### config.mk
export PLATFORM = sky130hd
export DESIGN_NAME = ps2_command_tx
export DESIGN_NICKNAME = d
export VERILOG_FILES = /design/src/rtl/ps2_command_tx.sv
export SDC_FILE = /design/constraint.sdc
export NUM_CORES = 1
export LEC_CHECK = 0
export CAP_MARGIN = 20
export CORE_AREA = 2 2 75 77
export CTS_CLUSTER_SIZE = 20
export DETAILED_ROUTE_END_ITERATION = 10
export DIE_AREA = 0 0 77 79
export GPL_TIMING_DRIVEN = 0
export PLACE_DENSITY = 0.68
export SLEW_MARGIN = 20
export SYNTH_ARGS = -nofsm -noshare
export SYNTH_HDL_FRONTEND = slang
export SYNTH_SLANG_ARGS = --single-unit
### constraint.sdc
create_clock -name clock -period 5.7 [get_ports clock]
set_input_delay 0.57 -clock clock [delete_from_list [all_inputs] [get_ports clock]]
set_output_delay 0.57 -clock clock [all_outputs]
set_load 0.1 [all_outputs]
### src/rtl/ps2_command_tx.sv
// Host-to-device PS/2 transmitter: inhibits the bus, sends one command byte with
// odd parity and checks the device acknowledge, flagging timeouts and missing acks.
module ps2_command_tx #(
    parameter int CLK_HOLD      = 5000,
    parameter int START_TIMEOUT = 750000,
    parameter int BIT_TIMEOUT   = 100000,
    parameter int CNT_W         = 20
) (
    input  logic       clock,
    input  logic       resetn,
    input  logic       send_command,
    input  logic [7:0] the_command,
    input  logic       ps2_clk_in,
    input  logic       ps2_dat_in,
    output logic       ps2_clk_drive_low,
    output logic       ps2_dat_drive_low,
    output logic       busy,
    output logic       command_was_sent,
    output logic       error_communication_timed_out
);

    typedef enum logic [3:0] {
        IDLE, INHIBIT, START, WAIT_FIRST, SEND, WAIT_ACK, WAIT_IDLE, DONE, ERROR
    } state_t;

    // INHIBIT lasts one cycle less than the hold so that, with START, the clock is low CLK_HOLD cycles.
    localparam logic [CNT_W-1:0] HOLD_LAST  = CNT_W'(CLK_HOLD - 2);
    localparam logic [CNT_W-1:0] START_LAST = CNT_W'(START_TIMEOUT - 1);
    localparam logic [CNT_W-1:0] BIT_LAST   = CNT_W'(BIT_TIMEOUT - 1);

    function automatic logic [CNT_W-1:0] sat_inc(input logic [CNT_W-1:0] v);
        return (&v) ? v : v + CNT_W'(1);
    endfunction

    function automatic logic odd_parity(input logic [7:0] d);
        return ~^d;
    endfunction

    state_t           state, state_n;
    logic [CNT_W-1:0] timer, timer_n;
    logic [3:0]       bit_idx, bit_idx_n;
    logic             dat_low, dat_low_n;
    logic             load;
    logic [9:0]       frame;
    logic             clk_p0, clk_p1, clk_p2, fall_p2;
    logic             dat_p0, dat_p1;

    // Stage p0/p1: pad synchronisers; p2: registered falling-edge detect.
    always_ff @(posedge clock or negedge resetn) begin
        if (!resetn) begin
            clk_p0  <= 1'b1;
            clk_p1  <= 1'b1;
            clk_p2  <= 1'b1;
            fall_p2 <= 1'b0;
            dat_p0  <= 1'b1;
            dat_p1  <= 1'b1;
        end else begin
            clk_p0  <= ps2_clk_in;
            clk_p1  <= clk_p0;
            clk_p2  <= clk_p1;
            fall_p2 <= clk_p2 & ~clk_p1;
            dat_p0  <= ps2_dat_in;
            dat_p1  <= dat_p0;
        end
    end

    // Frame is {stop, parity, data}, shifted out LSB first.
    always_ff @(posedge clock) begin
        if (load) frame <= {1'b1, odd_parity(the_command), the_command};
    end

    always_ff @(posedge clock or negedge resetn) begin
        if (!resetn) begin
            state   <= IDLE;
            timer   <= '0;
            bit_idx <= '0;
            dat_low <= 1'b0;
        end else begin
            state   <= state_n;
            timer   <= timer_n;
            bit_idx <= bit_idx_n;
            dat_low <= dat_low_n;
        end
    end

    always_comb begin
        state_n   = state;
        timer_n   = sat_inc(timer);
        bit_idx_n = bit_idx;
        dat_low_n = dat_low;
        load      = 1'b0;
        case (state)
            IDLE: begin
                timer_n   = '0;
                bit_idx_n = '0;
                if (send_command) begin
                    load    = 1'b1;
                    state_n = INHIBIT;
                end
            end
            INHIBIT: begin
                if (timer >= HOLD_LAST) begin
                    state_n   = START;
                    dat_low_n = 1'b1;
                end
            end
            START: begin
                state_n = WAIT_FIRST;
                timer_n = '0;
            end
            WAIT_FIRST: begin
                if (fall_p2) begin
                    dat_low_n = ~frame[0];
                    bit_idx_n = 4'd1;
                    timer_n   = '0;
                    state_n   = SEND;
                end else if (timer >= START_LAST) begin
                    state_n = ERROR;
                end
            end
            SEND: begin
                if (fall_p2) begin
                    dat_low_n = ~frame[bit_idx];
                    timer_n   = '0;
                    if (bit_idx == 4'd9) state_n = WAIT_ACK;
                    else bit_idx_n = bit_idx + 4'd1;
                end else if (timer >= BIT_LAST) begin
                    state_n = ERROR;
                end
            end
            WAIT_ACK: begin
                dat_low_n = 1'b0;
                if (fall_p2) begin
                    timer_n = '0;
                    state_n = dat_p1 ? ERROR : WAIT_IDLE;
                end else if (timer >= BIT_LAST) begin
                    state_n = ERROR;
                end
            end
            WAIT_IDLE: begin
                if (clk_p1 && dat_p1) state_n = DONE;
                else if (timer >= BIT_LAST) state_n = ERROR;
            end
            DONE:    state_n = IDLE;
            ERROR:   state_n = IDLE;
            default: state_n = IDLE;
        endcase
        // The data line is only ever held by the host while a frame is in flight.
        if (state_n == ERROR || state_n == DONE || state_n == IDLE) dat_low_n = 1'b0;
    end

    assign ps2_clk_drive_low             = (state == INHIBIT) || (state == START);
    assign ps2_dat_drive_low             = dat_low;
    assign busy                          = (state != IDLE);
    assign command_was_sent              = (state == DONE);
    assign error_communication_timed_out = (state == ERROR);

endmodule
==> reports/results.ini, run 1 <==
[worst_setup_path]
arrival_ns=2.65
regToRegStartpoint=timer[1]$_DFF_PN0_
crit_type=reg -> out
worst_r2r_path_depth=8
cp_max_fo=10
r2r_end=timer[5]$_DFF_PN0_
end_kind=output pin
cp_data_required_time_ns=5.13
rrSetupSlack_ns=3.64
critPathLaunchType=register

[drt]
vias=2031
drt-total-wl_um=5271
viasPerCell=5.489
dr.pass1.iters=4
post_drt_wl_per_cell_um=14.25
post-route-drc-count=0
drt-initial-drc-count=153
drtAntennaViolNets=0

[global_route]
first_global_vias=1880
grt-ovfl-total=0
grt_first_pass_wirelength_um=9052
antenna_found_initial=0
grtUsageTotal=0.1883
grt_max_degree=22

[sta]
fmax_ghz=0.3103
setup_tns_ns=0
worst_pin_slew_ns=0.9783
whs_ns=0.1737
finalCritPeriodShare=0.5654
final-hold-violation-count=0
period_needed_ns=3.223
slew_viol_final=0
finalWorstSetupSlack_ns=2.477
setup_viol=0
fin_skew_ns=0.01404
maxSlewHeadroom=0.3457
rsz0062_at_grt=false

[floorplanning]
coreArea_mm2=0.005338
dieHeight_um=79
ios=18
rows=27
initial_utilization=0.4749
die-area_mm2=0.006083
die_w_um=77

[cells_and_area]
fillers=524
fin_util=0.5452
regArea_mm2=0.001152
diodes=0
syn_to_final_growth_pct=14.81
multi_input_area_mm2=0.001281
drive_gt1_frac=0.09396
nets=314

[job]
maxCapViolCount=0

[hold_path]
min_path_type=in -> async

[logic_synthesis]
yosys_warnings=0
syn_avg_cell_area_um2=9.320
dominantRegCellSynth=dfrtp_1
synthCells=272
async_flop_share=0.7955
syn_area_mm2=0.002535
synth_edf_count=9
synth-seq-area-share=0.4546
syn_nets=289
synth_cell_types=49
ys_seq_elements=44

[power]
comb_power_share=0.050
ir_drop_v=0.0001416
swShare=0.2350
p_int_uw=427.2
pwr-share-clk=0.364
power.share.sequential=0.585
power_uw=558.5
switchingPower_uw=131.3
power.density_mw_per_mm2=191.9
leakagePower_uw=0.001195

[clock_network]
ctsResizeCount=0
clock_sinks=44
post_cts_buffers=0
clockBufferDepth=2
clock_latency_ns=0.31
ctsHoldBuffers=0
cts_buffers=5
cts_tree=built
clock-root-buffer=clkbuf_8
cts.clk_slew.worst_paths_ns=0.09
h-tree-depth=2

[place]
place_ws_ns=2.843
gp_congestion=0.8752
port_buffers=17
dpl.hpwl_um=3835

[outcome]
status=completed

## through the flow
step | area (um^2) | cells
after detailed placement | 2818 | 362
after floorplan | 2535 | 272
final | 2910 | 370
after global routing | 2910 | 370
after global placement | 2795 | 361
after CTS | 2910 | 370
## cell type report
cell class,count,share of cell area
Clock inverter,3,0.008169
Sequential cell,44,0.3960
Timing Repair Buffer,18,0.06621
Multi-Input combinational cell,206,0.4402
Buffer,12,0.02193
Inverter,10,0.01290
Clock buffer,5,0.02365
Tap cell,72,0.03095
## cell usage after synthesis, drive strengths merged, types with 3 or more instances
cell,count,area [um^2]
dfrtp,30,750.7
or3,3,23.77
clkbuf,8,30.03
o21ai,11,55.05
o31ai,4,30.03
nand2,23,86.33
o211ai,4,30.03
nor3,7,35.03
nand2b,4,25.02
ha,4,50.05
a21oi,13,65.06
a31oi,5,31.28
xor2,9,78.83
nor2b,3,18.77
edfxtp,9,270.3
inv,10,37.54
nor2,40,150.1
nand4,9,68.81
nor4,5,31.28
xnor2,14,122.6
dfstp,5,131.4
nand3,13,65.06
and3,9,61.31
a211oi,3,22.52
buf,4,33.78
## power groups by stage
| stage | Combinational [uW] | Sequential, uW | Clock, uW |
|---|---|---|---|
| 2_1_floorplan | 10.6 | 333 | 0 |
| 3_3_place_gp | 26.2 | 333 | 0 |
| 3_5_place_dp | 28.7 | 333 | 0 |
| 4_1_cts | 28.7 | 327 | 210 |
| 5_1_grt | 31.1 | 327 | 223 |
| 6_report | 28.0 | 327 | 204 |
## cell families after synthesis
| group | share of synthesized area |
|---|---|
| compound gates | 0.1259 |
| mux | 0.02172 |
| buf+inv | 0.03998 |
| xor+xnor | 0.07947 |
| simple gates | 0.2586 |
| fa+ha+maj | 0.01974 |
| flops | 0.4546 |
## sequential cells by signal, indices dropped and copies added, names as in the netlist
name,count
bit_idx,4
clk_p0,1
clk_p1,1
clk_p2,1
dat_p0,1
dat_p1,1
fall_p2,1
frame,9
ps2_dat_drive_low,1
state,4
timer,20
## layer usage
layer	track usage	vias up	part of all wire
met5	0	-	0
met4	0.06429	0	0.016
met3	0.04886	8	0.038
met2	0.2965	45	0.45
met1	0.2539	955	0.50
li1	-	1023	-
## layout by cell type (no fill, tap or decap), types with 9 or more instances in the layout
cell	count
nor2_1	40
o21ai_0	11
nand2_1	23
xnor2_1	14
xor2_1	9
a21oi_1	13
clkdlybuf4s50_1	16
dfrtp_1	30
nand3_1	13
edfxtp_1	9
inv_1	10
## how the worst max path moves through the flow
stage / startpoint / end / cells after the start
2_1_floorplan: state[1]$_DFF_PN0_ / error_communication_timed_out / 2
3_3_place_gp: state[2]$_DFF_PN0_ / ps2_clk_drive_low / 4
3_5_place_dp: state[1]$_DFF_PN0_ / ps2_clk_drive_low / 4
4_1_cts: state[1]$_DFF_PN0_ / ps2_clk_drive_low / 4
5_1_grt: state[1]$_DFF_PN0_ / ps2_clk_drive_low / 4
6_report: state[1]$_DFF_PN0_ / ps2_clk_drive_low / 4
## critical path: stages, from the launching register on
cell,delay (ns)
dfrtp_1,0.48
clkbuf_1,0.36
nand2_1,0.18
a21oi_1,0.18
clkdlybuf4s50_1,1.14
No activity file was read; power rests on OpenSTA's default activity.
==> run 2: changes to the inputs <==
--- a/config.mk
+++ b/config.mk
@@ -11,7 +11,7 @@
 export DETAILED_ROUTE_END_ITERATION = 10
 export DIE_AREA = 0 0 77 79
 export GPL_TIMING_DRIVEN = 0
-export PLACE_DENSITY = 0.68
+export PLACE_DENSITY = 0.7
 export SLEW_MARGIN = 20
 export SYNTH_ARGS = -nofsm -noshare
 export SYNTH_HDL_FRONTEND = slang
==> constraint.sdc (replaced) <==
create_clock -name clock -period 2.85 [get_ports clock]
set_input_delay 0.285 -clock clock [delete_from_list [all_inputs] [get_ports clock]]
set_output_delay 0.285 -clock clock [all_outputs]
set_load 0.1 [all_outputs]
==> run 2 against run 1 <==
Effect of this change:
- via count rose by 0.15%
- non-clock buffer count rose by 1
- combinational power rose by 99%
- critical endpoint unchanged
- critical path type unchanged
- flip-flop and latch count did not move
- register-to-register slack got worse by 2.9 ns
- die area did not move
==> reports/results.ini, run 2 (same netlist as run 1, synthesis figures left out) <==
[cells_and_area]
syn_to_final_growth_pct=16.14  ; was 14.81%
drive_gt1_frac=0.09699  ; was 0.09396
reg_top3=timer: 20 flops, frame: 9 flops  ; unchanged
final_cell_mix=40 x nor2_1, 30 x dfrtp_1, 23 x nand2_1  ; unchanged
diodes=0  ; unchanged
layout_commonest_cell=nor2_1  ; unchanged
fin_util=0.5516  ; was 0.5452
fillers=503  ; was 524
nets=315  ; was 314
multi_input_area_mm2=0.001287  ; was 0.001281 mm^2
design_area_mm2=0.002944  ; was 0.002910 mm^2
regArea_mm2=0.001152  ; unchanged
largest_reg_flops=20  ; unchanged
top_register=timer  ; unchanged

[power]
pwr-share-clk=0.402  ; was 0.364
comb_power_share=0.047  ; was 0.050
leakagePower_uw=0.001245  ; was 0.001195 uW
swShare=0.2073  ; was 0.2350
ir_drop_v=0.0002641  ; was 0.0001416 V
switchingPower_uw=245.9  ; was 131.3 uW
power.share.sequential=0.551  ; was 0.585
power.density_mw_per_mm2=402.8  ; was 191.9 mW/mm^2
p_int_uw=940.1  ; was 427.2 uW

[outcome]
status=completed  ; unchanged

[place]
dpl.hpwl_um=3868  ; was 3835 um
gp_congestion=0.9102  ; was 0.8752
place_area_mm2=0.002816  ; was 0.002818 mm^2
place_ws_ns=0.2407  ; was 2.843 ns
port_buffers=17  ; unchanged

[sta]
setup_viol=0  ; unchanged
slew_viol_final=0  ; unchanged
fmax_ghz=0.3789
worst_pin_slew_ns=0.9708  ; was 0.9783 ns
finalCritPeriodShare=0.9261
setup_tns_ns=0  ; unchanged
fin_skew_ns=0.008551  ; was 0.01404 ns
finalWorstSetupSlack_ns=0.2107  ; was 2.477 ns
whs_ns=0.3594  ; was 0.1737 ns
final-hold-violation-count=0  ; unchanged
period_needed_ns=2.639
maxSlewHeadroom=0.3518  ; was 0.3457
rsz0062_at_grt=false  ; unchanged

[global_route]
grt_first_pass_wirelength_um=9032  ; was 9052 um
grt_max_degree=26  ; was 22
first_global_vias=1935  ; was 1880
antenna_found_initial=0  ; unchanged
grt-ovfl-total=0  ; unchanged
grtUsageTotal=0.1879  ; was 0.1883

[worst_setup_path]
worst_r2r_path_depth=6  ; was 8
crit_type=reg -> out  ; unchanged
cp_max_fo=10  ; unchanged
regToRegStartpoint=state[2]$_DFF_PN0_  ; was timer[1]$_DFF_PN0_
critPathLaunchType=register  ; unchanged
rrSetupSlack_ns=0.78  ; was 3.64 ns
cp_data_required_time_ns=2.57  ; was 5.13 ns
endpoint=ps2_clk_drive_low  ; unchanged
r2r_end=timer[16]$_DFF_PN0_  ; was timer[5]$_DFF_PN0_
arrival_ns=2.35  ; was 2.65 ns
end_kind=output pin  ; unchanged
startpoint=state[2]$_DFF_PN0_  ; was state[1]$_DFF_PN0_

[drt]
drtAntennaViolNets=0  ; unchanged
wl_met3_um=154  ; was 199 um
drt-total-wl_um=5274  ; was 5271 um
wirelength_met1_um=2567  ; was 2626 um
post_drt_wl_per_cell_um=14.22  ; was 14.25 um
dr.pass1.iters=4  ; unchanged
top_layer=met4  ; unchanged
vias=2034  ; was 2031
drt-initial-drc-count=151  ; was 153
dr_wl_met2_um=2484  ; was 2363 um
post-route-drc-count=0  ; unchanged
viasPerCell=5.482  ; was 5.489

[job]
maxCapViolCount=0  ; unchanged

[floorplanning]
dieHeight_um=79  ; unchanged
die-area_mm2=0.006083  ; unchanged
initial_utilization=0.4749  ; unchanged
coreArea_mm2=0.005338  ; unchanged
ios=18  ; unchanged
rows=27  ; unchanged
die_w_um=77  ; unchanged

[clock_network]
cts_tree=built  ; unchanged
clock_latency_ns=0.30  ; was 0.31 ns
clock_sinks=44  ; unchanged
clock-root-buffer=clkbuf_8  ; unchanged
post_cts_buffers=0  ; unchanged
cts.clk_slew.worst_paths_ns=0.08  ; was 0.09 ns
h-tree-depth=2  ; unchanged
cts_buffers=5  ; unchanged
clockBufferDepth=2  ; unchanged

[hold_path]
min_from=clk_p0$_DFF_PN1_
min_path_type=reg -> reg  ; was in -> async

==> run 2: changes by cell type in the layout (fill, tap and decap cells not counted), sizes merged <==
cell,delta
dlymetal6s2s,+3
dlygate4sd3,+1
clkinvlp,-1
clkdlybuf4s50,-4
dlygate4sd2,+1
bufinv,+1
==> run 2: timing repair <==
action                                  in CTS  in global routing
pin swaps                                    0                  0
hold endpoints to repair                    10                  0
hold buffers                                 1                  0
endpoints found under the setup margin       1                  3
resized for setup                            1                  3
cloned                                       0                  0
==> run 2: power by group through the flow <==
stage / combinational (uW) / clock [uW] / sequential, uW
2_1_floorplan: 21.1 / 0 / 665
3_3_place_gp: 52.3 / 0 / 666
3_5_place_dp: 55.9 / 0 / 666
4_1_cts: 57.3 / 493 / 654
5_1_grt: 62.9 / 521 / 654
6_report: 55.7 / 476 / 654
==> run 2: worst max-delay path, cell delays in order (launching register included) <==
cell and delay (ns):
dfrtp_1 0.42, clkbuf_1 0.23, or2_2 0.41, a21oi_1 0.13
dlygate4sd2_1 0.87
==> run 2: area by class of cell <==
| type | instances | share of cell area |
|---|---|---|
| multi-input cells | 206 | 0.4373 |
| flip-flops and latches | 44 | 0.3914 |
| repair buffers | 19 | 0.06842 |
| well taps | 72 | 0.03060 |
| clock buffers | 5 | 0.02337 |
| plain buffers | 12 | 0.02167 |
| clock inverters | 3 | 0.01445 |
| inverters | 10 | 0.01275 |
==> run 2: worst min-delay path by stage <==
stage / to / cells after the start / slack [ns]
floorplan: bit_idx[0]$_DFFE_PN0P_ / 0 / -0.01
global placement: clk_p1$_DFF_PN1_ / 0 / 0.35
detailed placement: timer[18]$_DFF_PN0_ / 1 / 0.18
CTS: clk_p1$_DFF_PN1_ / 0 / 0.36
global route: clk_p1$_DFF_PN1_ / 0 / 0.36
finish: clk_p1$_DFF_PN1_ / 0 / 0.36
==> run 2: metrics by stage <==
stage	instances	total power, uW
2_1_floorplan	272	686.5
3_3_place_gp	361	718.6
3_5_place_dp	362	722.3
4_1_cts	371	1204
5_1_grt	371	1238
6_report	371	1186
==> run 2: per-layer routing <==
layer  GRT usage  up-vias
li1            -     1033
met1      0.2504      967
met2      0.3088       27
met3     0.03864        7
met4     0.06250        0
met5           0        -
==> run 3: changes to the inputs <==
--- a/config.mk
+++ b/config.mk
@@ -6,12 +6,12 @@
 export NUM_CORES = 1
 export LEC_CHECK = 0
 export CAP_MARGIN = 20
-export CORE_AREA = 2 2 75 77
+export CORE_AREA = 2 2 73 75
 export CTS_CLUSTER_SIZE = 20
 export DETAILED_ROUTE_END_ITERATION = 10
-export DIE_AREA = 0 0 77 79
+export DIE_AREA = 0 0 75 77
 export GPL_TIMING_DRIVEN = 0
-export PLACE_DENSITY = 0.7
+export PLACE_DENSITY = 0.73
 export SLEW_MARGIN = 20
 export SYNTH_ARGS = -nofsm -noshare
 export SYNTH_HDL_FRONTEND = slang
==> run 3 against run 2 <==
Effect of this change:
- sequential share of layout area stayed put
- cell area stayed put
- setup slack worse by 0.097 ns
- hold slack barely moved
- routed wire length rose by 0.19%
- register-to-register slack hardly changed
- combinational power about the same
- sequential power hardly changed
- critical path depth unchanged
- clock power rose by 3%
- global-route usage up 0.83 points
- critical path type unchanged
- largest power group unchanged
==> reports/results.ini, run 3 (same netlist as run 1, synthesis figures left out) <==
[sta]
worst_pin_slew_ns=0.9622  ; was 0.9708 ns
slew_viol_final=0  ; unchanged
setup_viol=0  ; unchanged
whs_ns=0.3590  ; was 0.3594 ns
setup_tns_ns=0  ; unchanged
fmax_ghz=0.3654  ; was 0.3789 GHz
period_needed_ns=2.736  ; was 2.639 ns
finalCritPeriodShare=0.9602  ; was 0.9261
maxSlewHeadroom=0.3575  ; was 0.3518
final-hold-violation-count=0  ; unchanged
fin_skew_ns=0.007145  ; was 0.008551 ns
rsz0062_at_grt=false  ; unchanged

[drt]
drt-initial-drc-count=97  ; was 151
dr.pass1.iters=4  ; unchanged
drtAntennaViolNets=0  ; unchanged
vias=2087  ; was 2034
viasPerCell=5.656  ; was 5.482
post-route-drc-count=0  ; unchanged
drt-total-wl_um=5284  ; was 5274 um
post_drt_wl_per_cell_um=14.32  ; was 14.22 um

[clock_network]
clock-root-buffer=clkbuf_8  ; unchanged
post_cts_buffers=0  ; unchanged
h-tree-depth=2  ; unchanged
cts.clk_slew.worst_paths_ns=0.08  ; about the same
clock_sinks=44  ; unchanged
clockBufferDepth=2  ; unchanged
clock_latency_ns=0.29  ; was 0.30 ns
cts_buffers=5  ; unchanged
cts_tree=built  ; unchanged

[cells_and_area]
syn_to_final_growth_pct=16.14  ; unchanged
largest_reg_flops=20  ; unchanged
diodes=0  ; unchanged
drive_gt1_frac=0.09365  ; was 0.09699
stdcell_count=369  ; was 371
reg_top3=timer: 20 flops, frame: 9 flops  ; unchanged
nets=315  ; unchanged
final_cell_mix=40 x nor2_1, 30 x dfrtp_1, 23 x nand2_1  ; unchanged
layout_commonest_cell=nor2_1  ; unchanged
fillers=435  ; was 503
top_register=timer  ; unchanged

[floorplanning]
coreArea_mm2=0.004977  ; was 0.005338 mm^2
ios=18  ; unchanged
die_w_um=75  ; was 77 um
dieHeight_um=77  ; was 79 um
die-area_mm2=0.005775  ; was 0.006083 mm^2
rows=26  ; was 27
initial_utilization=0.5093  ; was 0.4749

[worst_setup_path]
critPathLaunchType=register  ; unchanged
arrival_ns=2.45  ; was 2.35 ns
cp_max_fo=10  ; unchanged
crit_type=reg -> out  ; unchanged
end_kind=output pin  ; unchanged
cp_data_required_time_ns=2.57  ; about the same

[global_route]
grt_first_pass_wirelength_um=8983  ; was 9032 um
grtUsageTotal=0.1962  ; was 0.1879
first_global_vias=1967  ; was 1935
antenna_found_initial=0  ; unchanged
grt_max_degree=28  ; was 26
grt-ovfl-total=0  ; unchanged

[outcome]
status=completed  ; unchanged

[hold_path]
min_path_type=reg -> reg  ; unchanged

[power]
pwr-share-clk=0.408  ; was 0.402
power.density_mw_per_mm2=407.2  ; was 402.8 mW/mm^2
switchingPower_uw=235.8  ; was 245.9 uW
p_int_uw=962.9  ; was 940.1 uW
ir_drop_v=0.0001905  ; was 0.0002641 V
leakagePower_uw=0.001250  ; was 0.001245 uW
power_uw=1199  ; was 1186 uW
power.share.sequential=0.546  ; was 0.551
comb_power_share=0.046  ; was 0.047
swShare=0.1967  ; was 0.2073

[place]
gp_congestion=0.8995  ; was 0.9102
dpl.hpwl_um=3940  ; was 3868 um
port_buffers=17  ; unchanged
dp_cells=360  ; was 362

[job]
maxCapViolCount=0  ; unchanged

## run 3: repair_timing
| action | in CTS | in global routing |
|---|---|---|
| gates cloned | 0 | 0 |
| endpoints found under the hold margin | 8 | 0 |
| gates resized for setup | 1 | 2 |
| setup endpoints to repair | 1 | 2 |
| hold buffers | 1 | 0 |
## run 3: metal layers
layer  share of wire  global-route usage  wire length (um)
met3           0.030             0.04205               158
met1            0.49              0.2806              2569
met4          0.0095             0.04821                50
met2            0.47              0.3018              2506
met5               0                   0                 0
## run 3: worst max-delay path: stages, from the launching register on
cell	delay [ns]
dfrtp_1	0.41
clkbuf_1	0.37
nor2_1	0.17
nand2_1	0.09
clkdlybuf4s50_1	1.12
## run 3: final cells by class
cell class	count	area, um^2	share of cell area
clock buffers	6	82.58	0.02805
repair buffers	19	198.9	0.06757
clock inverters	2	33.78	0.01147
well taps	70	87.58	0.02975
inverters	10	37.54	0.01275
multi-input cells	206	1287	0.4373
plain buffers	12	63.81	0.02167
flip-flops and latches	44	1152	0.3914
## run 3: path summary, 6_finish.rpt
| path | slack [ns] | to | cells after the start | from |
|---|---|---|---|---|
| setup reg to reg | 0.79 | timer[16]$_DFF_PN0_ | 6 | state[2]$_DFF_PN0_ |
| hold / removal | 0.36 | clk_p1$_DFF_PN1_ | 0 | clk_p0$_DFF_PN1_ |
| setup / recovery | 0.11 | busy | 4 | state[2]$_DFF_PN0_ |
| hold reg to reg | 0.36 | clk_p1$_DFF_PN1_ | 0 | clk_p0$_DFF_PN1_ |
| min in group asynchronous | 0.37 | timer[16]$_DFF_PN0_ | 2 | resetn |
| max in group asynchronous | 1.98 | dat_p1$_DFF_PN1_ | 3 | resetn |
## run 3: through the flow
stage / utilization / area, um^2 / setup WS, ns
floorplan: - / 2541 / 0.1565
global placement: 0.5623 / 2799 / 0.2660
detailed placement: 0.5654 / 2814 / 0.2562
CTS: 0.5905 / 2939 / 0.04844
global route: 0.5915 / 2944 / 0.01875
finish: 0.5915 / 2944 / 0.1136
## run 3: power by group through the flow
stage / logic, uW / registers (uW) / clock network [uW]
after floorplan: 21.1 / 665 / 0
final: 55.6 / 654 / 489
after global routing: 62.2 / 655 / 525
after detailed placement: 55.5 / 667 / 0
after CTS: 56.7 / 654 / 503
after global placement: 52.2 / 666 / 0
